**src/rtl/icache_refill_pkg.sv**
```systemverilog
// icache_refill_pkg: shared ICache geometry, AXI constants and the
// refill engine state encoding.
package icache_refill_pkg;

    localparam int INDEX_SIZE_I    = 7;
    localparam int TAG_SIZE_I      = 21;
    localparam int WORD_OFF_SIZE_I = 2;
    localparam int WORDS_I         = 1 << WORD_OFF_SIZE_I;
    localparam int AXI_ID_I        = 0;

    localparam logic [1:0] AXI_BURST_INCR = 2'b01;
    localparam logic [2:0] AXI_SIZE_4B    = 3'b010;
    localparam logic [1:0] AXI_RESP_OKAY  = 2'b00;

    typedef enum logic [1:0] {
        ST_IDLE = 2'd0,
        ST_AR   = 2'd1,
        ST_R    = 2'd2,
        ST_WR   = 2'd3
    } state_e;

endpackage

```
**src/rtl/icache_refill_if.sv**
```systemverilog
// icache_refill_if: AXI4 read address + read data channels.
// master = refill engine, slave = memory side.
interface icache_refill_if;
    import icache_refill_pkg::*;

    logic        arvalid;
    logic        arready;
    logic [31:0] araddr;
    logic [7:0]  arlen;
    logic [2:0]  arsize;
    logic [1:0]  arburst;
    logic [3:0]  arid;
    logic        rvalid;
    logic        rready;
    logic [31:0] rdata;
    logic [1:0]  rresp;
    logic        rlast;

    modport master (
        output arvalid, araddr, arlen, arsize, arburst, arid, rready,
        input  arready, rvalid, rdata, rresp, rlast
    );

    modport slave (
        input  arvalid, araddr, arlen, arsize, arburst, arid, rready,
        output arready, rvalid, rdata, rresp, rlast
    );

endinterface

```
**src/rtl/icache_line_buffer.sv**
```systemverilog
// icache_line_buffer: WORDS x 32 beat collector for one cache line.
// Ports: clr_i zeroes all words, we_i/idx_i/data_i write one word,
// line_o is the flat line (word 0 in the low bits).
module icache_line_buffer #(
    parameter int WORDS = 4,
    parameter int IW    = 2
) (
    input  logic                clk,
    input  logic                resetn,
    input  logic                clr_i,
    input  logic                we_i,
    input  logic [IW-1:0]       idx_i,
    input  logic [31:0]         data_i,
    output logic [32*WORDS-1:0] line_o
);

    logic [31:0] mem_q [WORDS];

    always_ff @(posedge clk) begin
        if (!resetn || clr_i) begin
            for (int i = 0; i < WORDS; i++) begin
                mem_q[i] <= '0;
            end
        end else if (we_i) begin
            mem_q[idx_i] <= data_i;
        end
    end

    always_comb begin
        line_o = '0;
        for (int i = 0; i < WORDS; i++) begin
            line_o[i*32 +: 32] = mem_q[i];
        end
    end

endmodule

```
**src/rtl/icache_refill.sv**
```systemverilog
// icache_refill: ICache line-refill engine. Fetches one line per miss
// with an AXI4 INCR burst, writes data/tag/valid in one cycle, and
// services single-line invalidates (deferred while busy).
// Ports: miss_req_i/miss_addr_i, inv_req_i/inv_index_i from control;
// busy_o, refill_done_o, refill_err_o back; axi = AXI read master;
// ram_* = cache RAM write port.
module icache_refill
    import icache_refill_pkg::*;
#(
    parameter int INDEX_SIZE    = INDEX_SIZE_I,
    parameter int TAG_SIZE      = TAG_SIZE_I,
    parameter int WORD_OFF_SIZE = WORD_OFF_SIZE_I,
    parameter int AXI_ID        = AXI_ID_I
) (
    input  logic                    clk,
    input  logic                    resetn,
    input  logic                    miss_req_i,
    input  logic [31:0]             miss_addr_i,
    input  logic                    inv_req_i,
    input  logic [INDEX_SIZE-1:0]   inv_index_i,
    output logic                    busy_o,
    output logic                    refill_done_o,
    output logic                    refill_err_o,
    icache_refill_if.master         axi,
    output logic [INDEX_SIZE-1:0]   ram_a_o,
    output logic [TAG_SIZE-1:0]     ram_d_o,
    output logic [32*(1<<WORD_OFF_SIZE)-1:0] ram_dina_o,
    output logic [4*(1<<WORD_OFF_SIZE)-1:0]  ram_wen_o,
    output logic                    ram_wen_v_o,
    output logic                    ram_w_valid_o
);

    localparam int WORDS = 1 << WORD_OFF_SIZE;
    localparam int OFF   = WORD_OFF_SIZE + 2;
    // One extra bit so an overlong burst saturates instead of wrapping.
    localparam int CW    = WORD_OFF_SIZE + 1;

    state_e                  state_q, state_d;
    logic [TAG_SIZE-1:0]     tag_q, tag_d;
    logic [INDEX_SIZE-1:0]   idx_q, idx_d;
    logic [31:0]             addr_q, addr_d;
    logic [CW-1:0]           cnt_q, cnt_d;
    logic                    err_q, err_d;
    logic                    pend_q, pend_d;
    logic [INDEX_SIZE-1:0]   pidx_q, pidx_d;
    logic                    post_q, post_d;
    logic                    buf_clr;
    logic                    buf_we;
    logic [32*WORDS-1:0]     line;
    logic                    last_pos;

    assign axi.arlen   = 8'(WORDS - 1);
    assign axi.arsize  = AXI_SIZE_4B;
    assign axi.arburst = AXI_BURST_INCR;
    assign axi.arid    = 4'(AXI_ID);
    assign axi.araddr  = addr_q;
    assign busy_o      = (state_q != ST_IDLE);
    assign last_pos    = (cnt_q == CW'(WORDS - 1));

    icache_line_buffer #(
        .WORDS (WORDS),
        .IW    (WORD_OFF_SIZE)
    ) u_buf (
        .clk    (clk),
        .resetn (resetn),
        .clr_i  (buf_clr),
        .we_i   (buf_we),
        .idx_i  (cnt_q[WORD_OFF_SIZE-1:0]),
        .data_i (axi.rdata),
        .line_o (line)
    );

    always_ff @(posedge clk) begin
        if (!resetn) begin
            state_q <= ST_IDLE;
            tag_q   <= '0;
            idx_q   <= '0;
            addr_q  <= '0;
            cnt_q   <= '0;
            err_q   <= 1'b0;
            pend_q  <= 1'b0;
            pidx_q  <= '0;
            post_q  <= 1'b0;
        end else begin
            state_q <= state_d;
            tag_q   <= tag_d;
            idx_q   <= idx_d;
            addr_q  <= addr_d;
            cnt_q   <= cnt_d;
            err_q   <= err_d;
            pend_q  <= pend_d;
            pidx_q  <= pidx_d;
            post_q  <= post_d;
        end
    end

    always_comb begin
        state_d       = state_q;
        tag_d         = tag_q;
        idx_d         = idx_q;
        addr_d        = addr_q;
        cnt_d         = cnt_q;
        err_d         = err_q;
        pend_d        = pend_q;
        pidx_d        = pidx_q;
        post_d        = 1'b0;
        buf_clr       = 1'b0;
        buf_we        = 1'b0;
        axi.arvalid   = 1'b0;
        axi.rready    = 1'b0;
        refill_done_o = 1'b0;
        refill_err_o  = 1'b0;
        ram_a_o       = '0;
        ram_d_o       = '0;
        ram_dina_o    = '0;
        ram_wen_o     = '0;
        ram_wen_v_o   = 1'b0;
        ram_w_valid_o = 1'b0;

        // Invalidates arriving while busy are parked; newest wins.
        if (busy_o && inv_req_i) begin
            pend_d = 1'b1;
            pidx_d = inv_index_i;
        end

        unique case (state_q)
            ST_IDLE: begin
                if (pend_q) begin
                    ram_a_o     = pidx_q;
                    ram_wen_v_o = 1'b1;
                    pend_d      = inv_req_i;
                    if (inv_req_i) begin
                        pidx_d = inv_index_i;
                    end
                end else if (inv_req_i) begin
                    ram_a_o     = inv_index_i;
                    ram_wen_v_o = 1'b1;
                end else if (miss_req_i && !post_q) begin
                    // post_q masks the stale miss_req seen right after WR.
                    tag_d   = miss_addr_i[31 -: TAG_SIZE];
                    idx_d   = miss_addr_i[OFF +: INDEX_SIZE];
                    addr_d  = {miss_addr_i[31:OFF], {OFF{1'b0}}};
                    cnt_d   = '0;
                    err_d   = 1'b0;
                    buf_clr = 1'b1;
                    state_d = ST_AR;
                end
            end
            ST_AR: begin
                axi.arvalid = 1'b1;
                if (axi.arready) begin
                    cnt_d   = '0;
                    state_d = ST_R;
                end
            end
            ST_R: begin
                axi.rready = 1'b1;
                if (axi.rvalid) begin
                    buf_we = !cnt_q[CW-1];
                    if (cnt_q != CW'(WORDS)) begin
                        cnt_d = cnt_q + CW'(1);
                    end
                    // A bad response or rlast off the final beat
                    // both poison the line.
                    if (axi.rresp != AXI_RESP_OKAY ||
                        axi.rlast != last_pos) begin
                        err_d = 1'b1;
                    end
                    if (axi.rlast) begin
                        state_d = ST_WR;
                    end
                end
            end
            ST_WR: begin
                ram_a_o       = idx_q;
                ram_d_o       = tag_q;
                ram_dina_o    = line;
                ram_wen_o     = '1;
                ram_wen_v_o   = 1'b1;
                ram_w_valid_o = !err_q;
                refill_done_o = 1'b1;
                refill_err_o  = err_q;
                post_d        = 1'b1;
                state_d       = ST_IDLE;
            end
            default: begin
                state_d = ST_IDLE;
            end
        endcase
    end

endmodule

```
**src/flat_wrapper.sv**
```systemverilog
// flat-port wrapper written by rule: the top's interface ports become plain ports
module icache_refill_flat import icache_refill_pkg::*;
#(
    parameter int INDEX_SIZE    = INDEX_SIZE_I,
    parameter int TAG_SIZE      = TAG_SIZE_I,
    parameter int WORD_OFF_SIZE = WORD_OFF_SIZE_I,
    parameter int AXI_ID        = AXI_ID_I
)
  (clk, resetn, miss_req_i, miss_addr_i, inv_req_i, inv_index_i, busy_o, refill_done_o, refill_err_o, ram_a_o, ram_d_o, ram_dina_o, ram_wen_o, ram_wen_v_o, ram_w_valid_o, axi_arvalid, axi_araddr, axi_arlen, axi_arsize, axi_arburst, axi_arid, axi_rready, axi_arready, axi_rvalid, axi_rdata, axi_rresp, axi_rlast);
  icache_refill_if axi_i ();
  input  logic clk;
  input  logic resetn;
  input  logic miss_req_i;
  input  logic [31:0] miss_addr_i;
  input  logic inv_req_i;
  input  logic [INDEX_SIZE-1:0] inv_index_i;
  output logic busy_o;
  output logic refill_done_o;
  output logic refill_err_o;
  output logic [INDEX_SIZE-1:0] ram_a_o;
  output logic [TAG_SIZE-1:0] ram_d_o;
  output logic [32*(1<<WORD_OFF_SIZE)-1:0] ram_dina_o;
  output logic [4*(1<<WORD_OFF_SIZE)-1:0] ram_wen_o;
  output logic ram_wen_v_o;
  output logic ram_w_valid_o;
  output wire logic [$bits(axi_i.arvalid)-1:0] axi_arvalid;
  output wire logic [$bits(axi_i.araddr)-1:0] axi_araddr;
  output wire logic [$bits(axi_i.arlen)-1:0] axi_arlen;
  output wire logic [$bits(axi_i.arsize)-1:0] axi_arsize;
  output wire logic [$bits(axi_i.arburst)-1:0] axi_arburst;
  output wire logic [$bits(axi_i.arid)-1:0] axi_arid;
  output wire logic [$bits(axi_i.rready)-1:0] axi_rready;
  input wire logic [$bits(axi_i.arready)-1:0] axi_arready;
  input wire logic [$bits(axi_i.rvalid)-1:0] axi_rvalid;
  input wire logic [$bits(axi_i.rdata)-1:0] axi_rdata;
  input wire logic [$bits(axi_i.rresp)-1:0] axi_rresp;
  input wire logic [$bits(axi_i.rlast)-1:0] axi_rlast;
  assign axi_arvalid = axi_i.arvalid;
  assign axi_araddr = axi_i.araddr;
  assign axi_arlen = axi_i.arlen;
  assign axi_arsize = axi_i.arsize;
  assign axi_arburst = axi_i.arburst;
  assign axi_arid = axi_i.arid;
  assign axi_rready = axi_i.rready;
  assign axi_i.arready = axi_arready;
  assign axi_i.rvalid = axi_rvalid;
  assign axi_i.rdata = axi_rdata;
  assign axi_i.rresp = axi_rresp;
  assign axi_i.rlast = axi_rlast;
  icache_refill #(.INDEX_SIZE(INDEX_SIZE), .TAG_SIZE(TAG_SIZE), .WORD_OFF_SIZE(WORD_OFF_SIZE), .AXI_ID(AXI_ID)) u_core (.clk(clk), .resetn(resetn), .miss_req_i(miss_req_i), .miss_addr_i(miss_addr_i), .inv_req_i(inv_req_i), .inv_index_i(inv_index_i), .busy_o(busy_o), .refill_done_o(refill_done_o), .refill_err_o(refill_err_o), .axi(axi_i), .ram_a_o(ram_a_o), .ram_d_o(ram_d_o), .ram_dina_o(ram_dina_o), .ram_wen_o(ram_wen_o), .ram_wen_v_o(ram_wen_v_o), .ram_w_valid_o(ram_w_valid_o));
endmodule
```
**config.mk**
```make
export PLATFORM = sky130hd
export DESIGN_NAME = icache_refill_flat
export DESIGN_NICKNAME = d
export VERILOG_FILES = /design/src/rtl/icache_refill_pkg.sv /design/src/rtl/icache_refill_if.sv /design/src/rtl/icache_line_buffer.sv /design/src/rtl/icache_refill.sv /design/src/flat_wrapper.sv
export SDC_FILE = /design/constraint.sdc
export NUM_CORES = 1
export LEC_CHECK = 0
export ABC_AREA = 1
export CORE_UTILIZATION = 58
export DETAILED_ROUTE_END_ITERATION = 12
export DONT_BUFFER_PORTS = 1
export PLACE_DENSITY_LB_ADDON = 0.25
export SLEW_MARGIN = 20
export SYNTH_ARGS = -nofsm -noshare
export SYNTH_HDL_FRONTEND = slang
export SYNTH_HIERARCHICAL = 1
export SYNTH_SLANG_ARGS = --single-unit
```
**constraint.sdc**
```tcl
create_clock -name clk -period 3.1 [get_ports clk]
set_input_delay 0.465 -clock clk [delete_from_list [all_inputs] [get_ports clk]]
set_output_delay 0.465 -clock clk [all_outputs]
set_load 0.05 [all_outputs]
```
* After elaboration in Yosys (flattened, before gate mapping)
Memory sizes are Yosys's and may differ from the RTL's.
Index checks and enable logic that the tools add are counted.
** Operators by class
- Bitwise operators :: 2
- Reduce and logical (&&, ||, !) cells :: 18
- Multiplexer cells :: 55
- $add $sub $neg :: 1
- Equal/unequal tests :: 14
** Operators by type and width (count)
- two-way mux 128 bit :: 1
- two-way mux 7 bit :: 6
- two-way mux 32 bit :: 1
- OR reduction 32 bit :: 1
- two-way mux 1 bit :: 27
- two-way mux 21 bit :: 1
- two-way mux 3 bit :: 6
- two-way mux 16 bit :: 1
- two-way mux 2 bit :: 7
- case mux 7 bit (2 select lines) :: 1
- AND reduction 6 bit :: 2
- inequality test 2 bit (second input constant) :: 5
- case mux 3 bit (3 select lines) :: 1
- case mux 2 bit (4 select lines) :: 1
- AND reduction 7 bit :: 1
- inequality test 2 x 1 -> 1 bit (second input constant) :: 3
- nonzero test 2 bit :: 3
- equality test 2 bit (second input constant) :: 2
- zero test 1 bit :: 4
- case mux 1 bit (2 select lines) :: 2
- AND reduction 4 bit :: 1
- adder 3 x 1 -> 3 bit (second input constant) :: 1
- equality test 3 x 2 -> 1 bit (second input constant) :: 1
- inequality test 3 bit (second input constant) :: 1
- other kinds (7) :: 10
** Storage, ports and cells
- Register bits :: 71
- Memory bits (writable) :: 128
- Output and inout bits :: 228
- Memories kept :: 1
- Bits of input ports :: 80
** Memory list
- u_core.u_buf.mem_q :: words 4, bits a word 32, read ports 4, clocked after memory_dff 0, write ports 4, line icache_line_buffer.sv:17 : logic [31:0] mem_q [WORDS];

* Longest topological paths before layout
Gate-level depths: netlist of the first run.
- Depth in word-level cells :: 11
- Depth in mapped cells :: 10
- Mapped depth without buffers :: 9

* By module
Netlist of the first run, hierarchy kept.
** By module, submodules not included
- icache_line_buffer :: cells an instance 317, area an instance 4908.5 µm², times used 1
- icache_refill :: cells an instance 638, area an instance 3482.1 µm², times used 1

* Worst setup path after synthesis of the first run
Ideal clock, no wire load.
- Path kind :: flip-flop to flip-flop
- From :: register u_core.state_q[0]
- To :: memory u_core.u_buf.mem_q[0][0], enable pin
- Arrival time :: 3014 ps
- Path buffers :: 1
- Stages on the path, launching flop included :: 8
- Path slack :: -304 ps
- Cell sequence :: dfxtp_1 inv_1 ha_1 inv_1 nor3_1 nand4_4 buf_6 nand2_1
** RTL lines
- start, declared :: line icache_refill.sv:38 : state_e state_q, state_d;
- start signal, assigned :: line icache_refill.sv:85 : state_q <= state_d;
- end, declared :: line icache_line_buffer.sv:17

* Final worst setup path of the first run
- From :: register u_core.state_q[1]
- To :: output port ram_wen_o[2]
** Between the ends
- Cells in the longest elaborated chain, start to end :: 2
** RTL lines
- equality test 2 bit :: line icache_refill.sv:126 : unique case (state_q)
- two-way mux 16 bit :: line icache_refill.sv:126
- end, declared :: line flat_wrapper.sv:23 : output logic [4*(1<<WORD_OFF_SIZE)-1:0] ram_wen_o;
Every way passes these cells.

==> metrics.md, run 1 <==
| Metric | Value |
|---|---|
| Post-cts gate resize count | 0 |
| Max Used Layer | met4 |
| Worst Hold Slack | 149 ps |
| Count of hold buffers inserted by post-cts repair | 0 |
| Sum of met3 wire segment lengths after detailed routing | 934 um |
| Max capacitance violation total | 0 |
| Count of boundary I/O pins | 308 |
| Core area | 0.0140 mm^2 |
| Final hold vios | 0 |
| Cell count of the worst reg-to-reg path | 7 |
| FF/Latch Area | 0.00470 mm^2 |
| Remaining routing DRC violations | 0 |
| Gate count of the mapped netlist | 955 |
| Beginning of the critical path | u_core/state_q[1] |
| Worst setup EP type | primary output |
| Combined area of the multi-input logic cells | 0.00238 mm^2 |
| Number of buffers added for setup after CTS | 0 |
| Max clock buf depth | 2 |
| DR vias | 5,743 |
| Top FF cell, synth | sky130_fd_sc_hd__edfxtp_1 |
| Starting utilization of the core area | 0.600 |
| Drt initial violations | 475 |
| Maximum number of pins on one net before global-route repair | 93 |
| Share of cells above drive strength 1 | 0.108 |
| Antenna viol nets, final | 0 |
| Antenna violations before repair | 0 |
| Syn_area_per_cell | 8.79 um^2 |
| Area enclosed by the die boundary | 0.0150 mm^2 |
| Net count of the finished layout | 1,026 |
| Clock period minus worst slack | 2610 ps |
| Max-slew violation count | 0 |
| Slew @ Worst Pin | 736 ps |
| Detailed-routing iteration count for the pre-antenna-repair pass | 5 |
| Share of flip-flops with an asynchronous set or reset | 0 |
| Total clock buffers created by CTS | 17 |
| Global placer's final weighted congestion | 0.843 |
| Slowest CP cell | sky130_fd_sc_hd__buf_4 |
| Min-delay src | resetn |
| Average wire per standard cell | 16.1 um |
| Type of the tightest min-delay check | primary input to flip-flop |
| Unrepaired setup endpoints after global routing | no |
| Wire length the detailed router placed on met1 | 7.92 mm |
| Cell Count, Final, Fillers Out | 1,132 |
| TritonCTS clock tree | built |
| Element type at the critical path start | flip-flop |
| Clock latency on the worst-skew pair | 420 ps |
| CTS sink count | 171 |
| Post-DR vias/cell | 5.07 |
| Max Fanout on Critical Path | 17 |
| Run status | finished, final reports clean |
| Hold path cells | 2 |
| Ordered cell list for the critical path | ha_4, buf_4, buf_16 |
| Fmax | 0.383 GHz |
| Clock tree root driver cell | sky130_fd_sc_hd__clkbuf_16 |
| Tcrit/Tclk final | 0.841 |
| Global-route wire length before repair | 27.7 mm |
| Horiz. Die Dim | 122 um |
| Critical Path RT | 2630 ps |
| PwrDens | 905 mW/mm^2 |
| Leakage Power | 0.00477 uW |
| Startpoint of the worst-slack reg-to-reg timing path | u_core/state_q[0] |
| Aggregate global routing overflow | 0 |
| Syn-to-layout area delta | 7.41% |
| Total track usage | 0.250 |
| Row cnt | 43 |
| Arrival time at the worst endpoint | 2140 ps |
| # placed instances | 1,100 |
| Post-synthesis sequential area ratio | 0.561 |
| Vias in the first global route | 5,297 |
| Chip height | 122 um |
| Peak supply drop | 0.825 mV |
| Overall routed net length | 18.3 mm |
| DR WL met2 | 9.09 mm |
| Critical setup path kind | flip-flop to primary output |
| Number of buffer cells added on primary ports | 0 |
| Setup TNS | 0 ps |
| Syn. warnings | 6 |
| Clock transition at the registers of the reported paths | 70 ps |
| Detail Placement HPWL | 12.2 mm |
| Number of synthesized flops with an enable pin | 128 |
| Worst relative slew slack | 0.508 |
| Setup-failing EPs final | 0 |
| H-tree depth | 4 |
| Seq cells post-synth | 171 |
| Clock skew after layout | 13.5 ps |
| Synthesized area | 0.00839 mm^2 |
| Fill cell total of the finished layout | 1,169 |
| Antenna cells | 0 |
| Slowest cell delay on critical path | 510 ps |
| Count of different cell masters after synthesis | 32 |
==> sequential cells by signal, indices dropped and copies added (netlist names), named ones only <==
| register | count |
|---|---|
| u_core/axi.araddr | 1 |
| u_core/cnt_q | 3 |
| u_core/err_q | 1 |
| u_core/idx_q | 6 |
| u_core/pend_q | 1 |
| u_core/post_q | 1 |
| u_core/state_q | 2 |
| u_core/tag_q | 21 |
| u_core/u_buf/mem_q | 128 |
==> critical path: cells and delay by family, from the launching register on <==
| kind | cells | cell delay (ps) |
|---|---|---|
| adder cells (fa/ha/maj) | 1 | 290 |
| buffers and inverters | 2 | 1010 |
| flip-flops | 1 | 400 |
==> layout make-up <==
type                       count  share of cell area
sequential                   171               0.522
multi-input combinational    503               0.264
inverter                     219              0.0912
clock buffer                  17              0.0472
timing repair buffer          27              0.0372
tap                          180              0.0250
clock inverter                15              0.0137
==> cells by family after synthesis <==
family / count (synthesis) / share of synthesized area
AO/OA/AOI/OAI: 71 / 0.0456
XOR/XNOR: 1 / 0.00104
adder cells (fa/ha/maj): 7 / 0.0104
buffers and inverters: 300 / 0.168
flip-flops: 171 / 0.561
other: 2 / 0.000895
AND/OR/NAND/NOR: 403 / 0.213
==> power breakdown <==
group / leakage, uW / internal [uW] / total (uW) / switching (uW)
clock: 0.000258 / 1100 / 1980 / 879
sequential: 0.00170 / 2910 / 3380 / 470
combinational: 0.00281 / 652 / 2790 / 2140
total: 0.00477 / 4660 / 8150 / 3490
==> synth_stat cells (2+ instances only) <==
| cell | n | share of area |
|---|---|---|
| sky130_fd_sc_hd__o21ai_0 | 43 | 0.026 |
| sky130_fd_sc_hd__dfxtp_1 | 43 | 0.10 |
| sky130_fd_sc_hd__nor3_2 | 28 | 0.033 |
| sky130_fd_sc_hd__conb_1 | 2 | 0.00090 |
| sky130_fd_sc_hd__edfxtp_1 | 128 | 0.46 |
| sky130_fd_sc_hd__clkbuf_2 | 2 | 0.0012 |
| sky130_fd_sc_hd__buf_2 | 11 | 0.0066 |
| sky130_fd_sc_hd__nand3_1 | 8 | 0.0048 |
| sky130_fd_sc_hd__ha_1 | 7 | 0.010 |
| sky130_fd_sc_hd__inv_1 | 217 | 0.097 |
| sky130_fd_sc_hd__o22ai_1 | 7 | 0.0052 |
| sky130_fd_sc_hd__nand4_4 | 2 | 0.0051 |
| sky130_fd_sc_hd__clkbuf_1 | 11 | 0.0049 |
| sky130_fd_sc_hd__nor3_1 | 6 | 0.0036 |
| sky130_fd_sc_hd__buf_4 | 43 | 0.038 |
| sky130_fd_sc_hd__nor2_2 | 5 | 0.0037 |
| sky130_fd_sc_hd__nor2_1 | 162 | 0.072 |
| sky130_fd_sc_hd__nand2_1 | 186 | 0.083 |
| sky130_fd_sc_hd__buf_6 | 14 | 0.019 |
| sky130_fd_sc_hd__a21oi_1 | 18 | 0.011 |
==> through the flow <==
stage               setup slack (ps)  cell area, um^2  total power, uW  utilization
finish                           492             9010             8150        0.644
CTS                              470             9010             8190        0.644
floorplan                        212             8470             5650            -
global placement                 631             8460             6170        0.605
global route                     386             9010             8570        0.644
detailed placement               615             8460             6220        0.605
==> per-layer routing <==
layer	vias up	global-route usage
li1	2795	-
met1	2706	0.324
met2	219	0.408
met3	23	0.0544
met4	0	0.0983
met5	-	0
==> placed cells by master (no fill, tap or decap), drive strengths merged <==
cell type,synthesis,final
ha,7,7
o21bai,1,1
or2,1,1
nand4,3,3
clkinvlp,0,4
conb,2,21
buf,68,27
xnor2,1,1
edfxtp,128,128
bufinv,0,1
o21a,1,1
dfxtp,43,43
nor2,168,168
clkbuf,13,17
nand3,9,9
inv,218,221
nor3,34,34
o22ai,7,7
a21boi,1,1
nand2,188,188
a21oi,18,18
o21ai,43,43
clkinv,1,8
==> path summary, 6_finish.rpt <==
kind	endpoint	slack, ps
max	ram_wen_o[2]	490
min	u_core/post_q	150
max reg2reg	u_core/u_buf/mem_q[3][30]	600
min reg2reg	flip-flop	510
Power figures use the tool's default switching activity.
==> inputs of run 2 (changes only) <==
clock period = 2.3 ns   (was 3.1 ns; I/O delays follow)
==> run 2 against run 1 <==
Net effect:
- count of clock-buffer cells in the layout up 7
- clock skew fell by 9.3 ps
- global-route usage rose by 2.3 points
- via count increased by 9.3%
- sequential cell count did not move
- critical endpoint is now ram_a_o[0]
- highest routed layer unchanged
- setup slack worse by 390 ps
- core utilization rose by 14 points
- power grew 41%
- routed wire length up 10%
- hold slack got worse by 120 ps
- sequential share of layout area down 9.3 points
==> metrics.md, run 2 (same netlist as run 1, synthesis figures left out) <==
| Metric | Value |
|---|---|
| Run status | finished, final reports clean |
| Detail Placement HPWL | 13.9 mm (+14%) |
| Leading registers by flop count | u_core/u_buf/mem_q (128), u_core/tag_q (21), u_core/idx_q (6) |
| Remaining routing DRC violations | 0 (unchanged) |
| Peak supply drop | 1.13 mV (+37%) |
| Chip height | 122 um (unchanged) |
| Tcrit/Tclk final | 0.955 |
| Total power draw | 11,500 uW (+41%) |
| Max clock buf depth | 2 (unchanged) |
| Leading cell type in the layout, fill and taps excluded | sky130_fd_sc_hd__inv_1 |
| Unrepaired setup endpoints after global routing | no |
| Worst Setup Slack post-DPL | 172 ps (-443 ps) |
| Row cnt | 43 (unchanged) |
| Clock tree root driver cell | sky130_fd_sc_hd__clkbuf_16 |
| Combinational share of power | 0.428 (+0.086) |
| Count of hold buffers inserted by post-cts repair | 0 (unchanged) |
| Clock transition at the registers of the reported paths | 60 ps (about the same) |
| Count of boundary I/O pins | 308 (unchanged) |
| Post-DR vias/cell | 5.05 (-0.43%) |
| Horiz. Die Dim | 122 um (unchanged) |
| Cell internal power dissipation | 6750 uW (+45%) |
| Drt initial violations | 576 (+21%) |
| Global-route wire length before repair | 30.3 mm (+9.2%) |
| Arrival time at the worst endpoint | 1850 ps (-290 ps) |
| Antenna viol nets, final | 0 (unchanged) |
| Starting utilization of the core area | 0.600 (unchanged) |
| Total track usage | 0.273 (+0.0227) |
| Number of buffer cells added on primary ports | 0 (unchanged) |
| TritonCTS clock tree | built |
| Leakage Power | 0.00560 uW (+17%) |
| Total clock buffers created by CTS | 17 (unchanged) |
| Maximum number of pins on one net before global-route repair | 61 (-34%) |
| Share of cells above drive strength 1 | 0.199 (+0.0912) |
| H-tree depth | 4 (unchanged) |
| Antenna violations before repair | 0 (unchanged) |
| Aggregate global routing overflow | 0 (unchanged) |
| Type of the tightest min-delay check | primary input to flip-flop |
| Overall routed net length | 20.1 mm (+10%) |
| Core area | 0.0140 mm^2 (unchanged) |
| Switching component of the power | 4740 uW (+36%) |
| Register with the most flip-flops | u_core/u_buf/mem_q |
| Fmax | 0.455 GHz |
| Clock skew after layout | 4.25 ps (-9.29 ps) |
| Detailed-routing iteration count for the pre-antenna-repair pass | 5 (unchanged) |
| Net count of the finished layout | 1,140 (+11%) |
| Critical Path RT | 1960 ps (-670 ps) |
| PwrDens | 1050 mW/mm^2 (+16%) |
| Setup-failing EPs final | 0 (unchanged) |
| Critical setup path kind | flip-flop to primary output |
| Final hold vios | 0 (unchanged) |
| Worst Hold Slack | 33.8 ps (-116 ps) |
| Area enclosed by the die boundary | 0.0150 mm^2 (unchanged) |
| Setup TNS | 0 ps (unchanged) |
| Max-slew violation count | 0 (unchanged) |
| Clock period minus worst slack | 2200 ps |
| Vias in the first global route | 5,908 (+12%) |
| CTS sink count | 171 (unchanged) |
| Max capacitance violation total | 0 (unchanged) |
| Clock latency on the worst-skew pair | 410 ps (about the same) |
| DR vias | 6,279 (+9.3%) |
| Worst setup EP type | primary output |
| Global placer's final weighted congestion | 0.917 (+8.7%) |
| Element type at the critical path start | flip-flop |
| Flop pwr share | 0.364 (-0.051) |
| Switching Share | 0.412 (-0.0157) |
| Antenna cells | 0 (unchanged) |
| Slew @ Worst Pin | 547 ps (-189 ps) |
| Average wire per standard cell | 16.2 um (+0.16%) |
| Syn-to-layout area delta | 30.6% |
| Max Fanout on Critical Path | 12 (-5) |
| Number of flip-flops in the largest register | 128 (unchanged) |
| Worst relative slew slack | 0.635 (+0.127) |
| Fill cell total of the finished layout | 881 (-25%) |
| Clock network fraction of design power | 0.208 (-0.035) |
| Final Worst Setup Slack | 103 ps (-388 ps) |
| Most frequent cells in the layout | sky130_fd_sc_hd__inv_1 (216), sky130_fd_sc_hd__nand2_1 (182), sky130_fd_sc_hd__nor2_1 (161) |
## run 2: cell count changes in the layout (fill, tap and decap cells not counted), sizes merged
cell and delta:
buf +114, inv -4, bufinv -1, clkinvlp -2, clkinv -3, clkbuf +7
## run 2: final timing paths
check                          from                   endpoint  slack (ps)  cells after the start
hold reg to reg           flip-flop                  flip-flop         510                      2
setup reg to reg  u_core/state_q[0]  u_core/u_buf/mem_q[2][19]         190                      6
hold / removal               resetn              u_core/post_q          30                      2
setup / recovery  u_core/state_q[1]                 ram_a_o[0]         100                      6
## run 2: metal layers
metal | up-vias | part of all wire | GRT usage
met5 | - | 0 | 0
met1 | 2926 | 0.38 | 0.323
li1 | 3014 | - | -
met2 | 298 | 0.50 | 0.455
met3 | 41 | 0.087 | 0.0883
met4 | 0 | 0.028 | 0.114
## run 2: power by group through the flow
stage          sequential (uW)  clock [uW]  combinational (uW)
3_3_place_gp              4210           0                4800
4_1_cts                   4180        2430                4900
2_1_floorplan             4510           0                3120
3_5_place_dp              4240           0                4870
5_1_grt                   4230        2550                5230
6_report                  4180        2400                4910
## run 2: metrics by stage
step | std cells | instance area, um^2 | util
after floorplan | 974 | 8500 | -
after global placement | 1213 | 10500 | 0.748
after detailed placement | 1213 | 10500 | 0.748
after CTS | 1243 | 10900 | 0.783
after global routing | 1243 | 11000 | 0.783
final | 1243 | 11000 | 0.783
## run 2: cell type report
cell class                 count  area [um^2]  area share
clock buffer                  24          452      0.0412
timing repair buffer         141         2330       0.212
clock inverter                 5         23.8     0.00217
tap                          180          225      0.0206
multi-input combinational    503         2400       0.219
inverter                     219          827      0.0755
sequential                   171         4700       0.429
## run 2: timing repair
item | 4_1_cts | 5_1_grt
gates resized for setup | 1 | 2
buffers inserted | 1 | 0
hold endpoints to repair | 0 | 0
setup endpoints to repair | 14 | 5
pin swaps | 1 | 0
## run 2: worst max-delay path, cell delays in order (launching register included)
cell	delay, ps
sky130_fd_sc_hd__dfxtp_1	400
sky130_fd_sc_hd__ha_4	300
sky130_fd_sc_hd__clkinv_2	200
sky130_fd_sc_hd__o22ai_1	210
sky130_fd_sc_hd__nand2_1	70
sky130_fd_sc_hd__inv_1	110
sky130_fd_sc_hd__buf_12	150
==> inputs of run 3 (changes only) <==
ABC_CLOCK_PERIOD_IN_PS = 2300   (was unset)
==> results of run 3 <==
The final DEF is identical to that of run 2; final timing and power are the same.
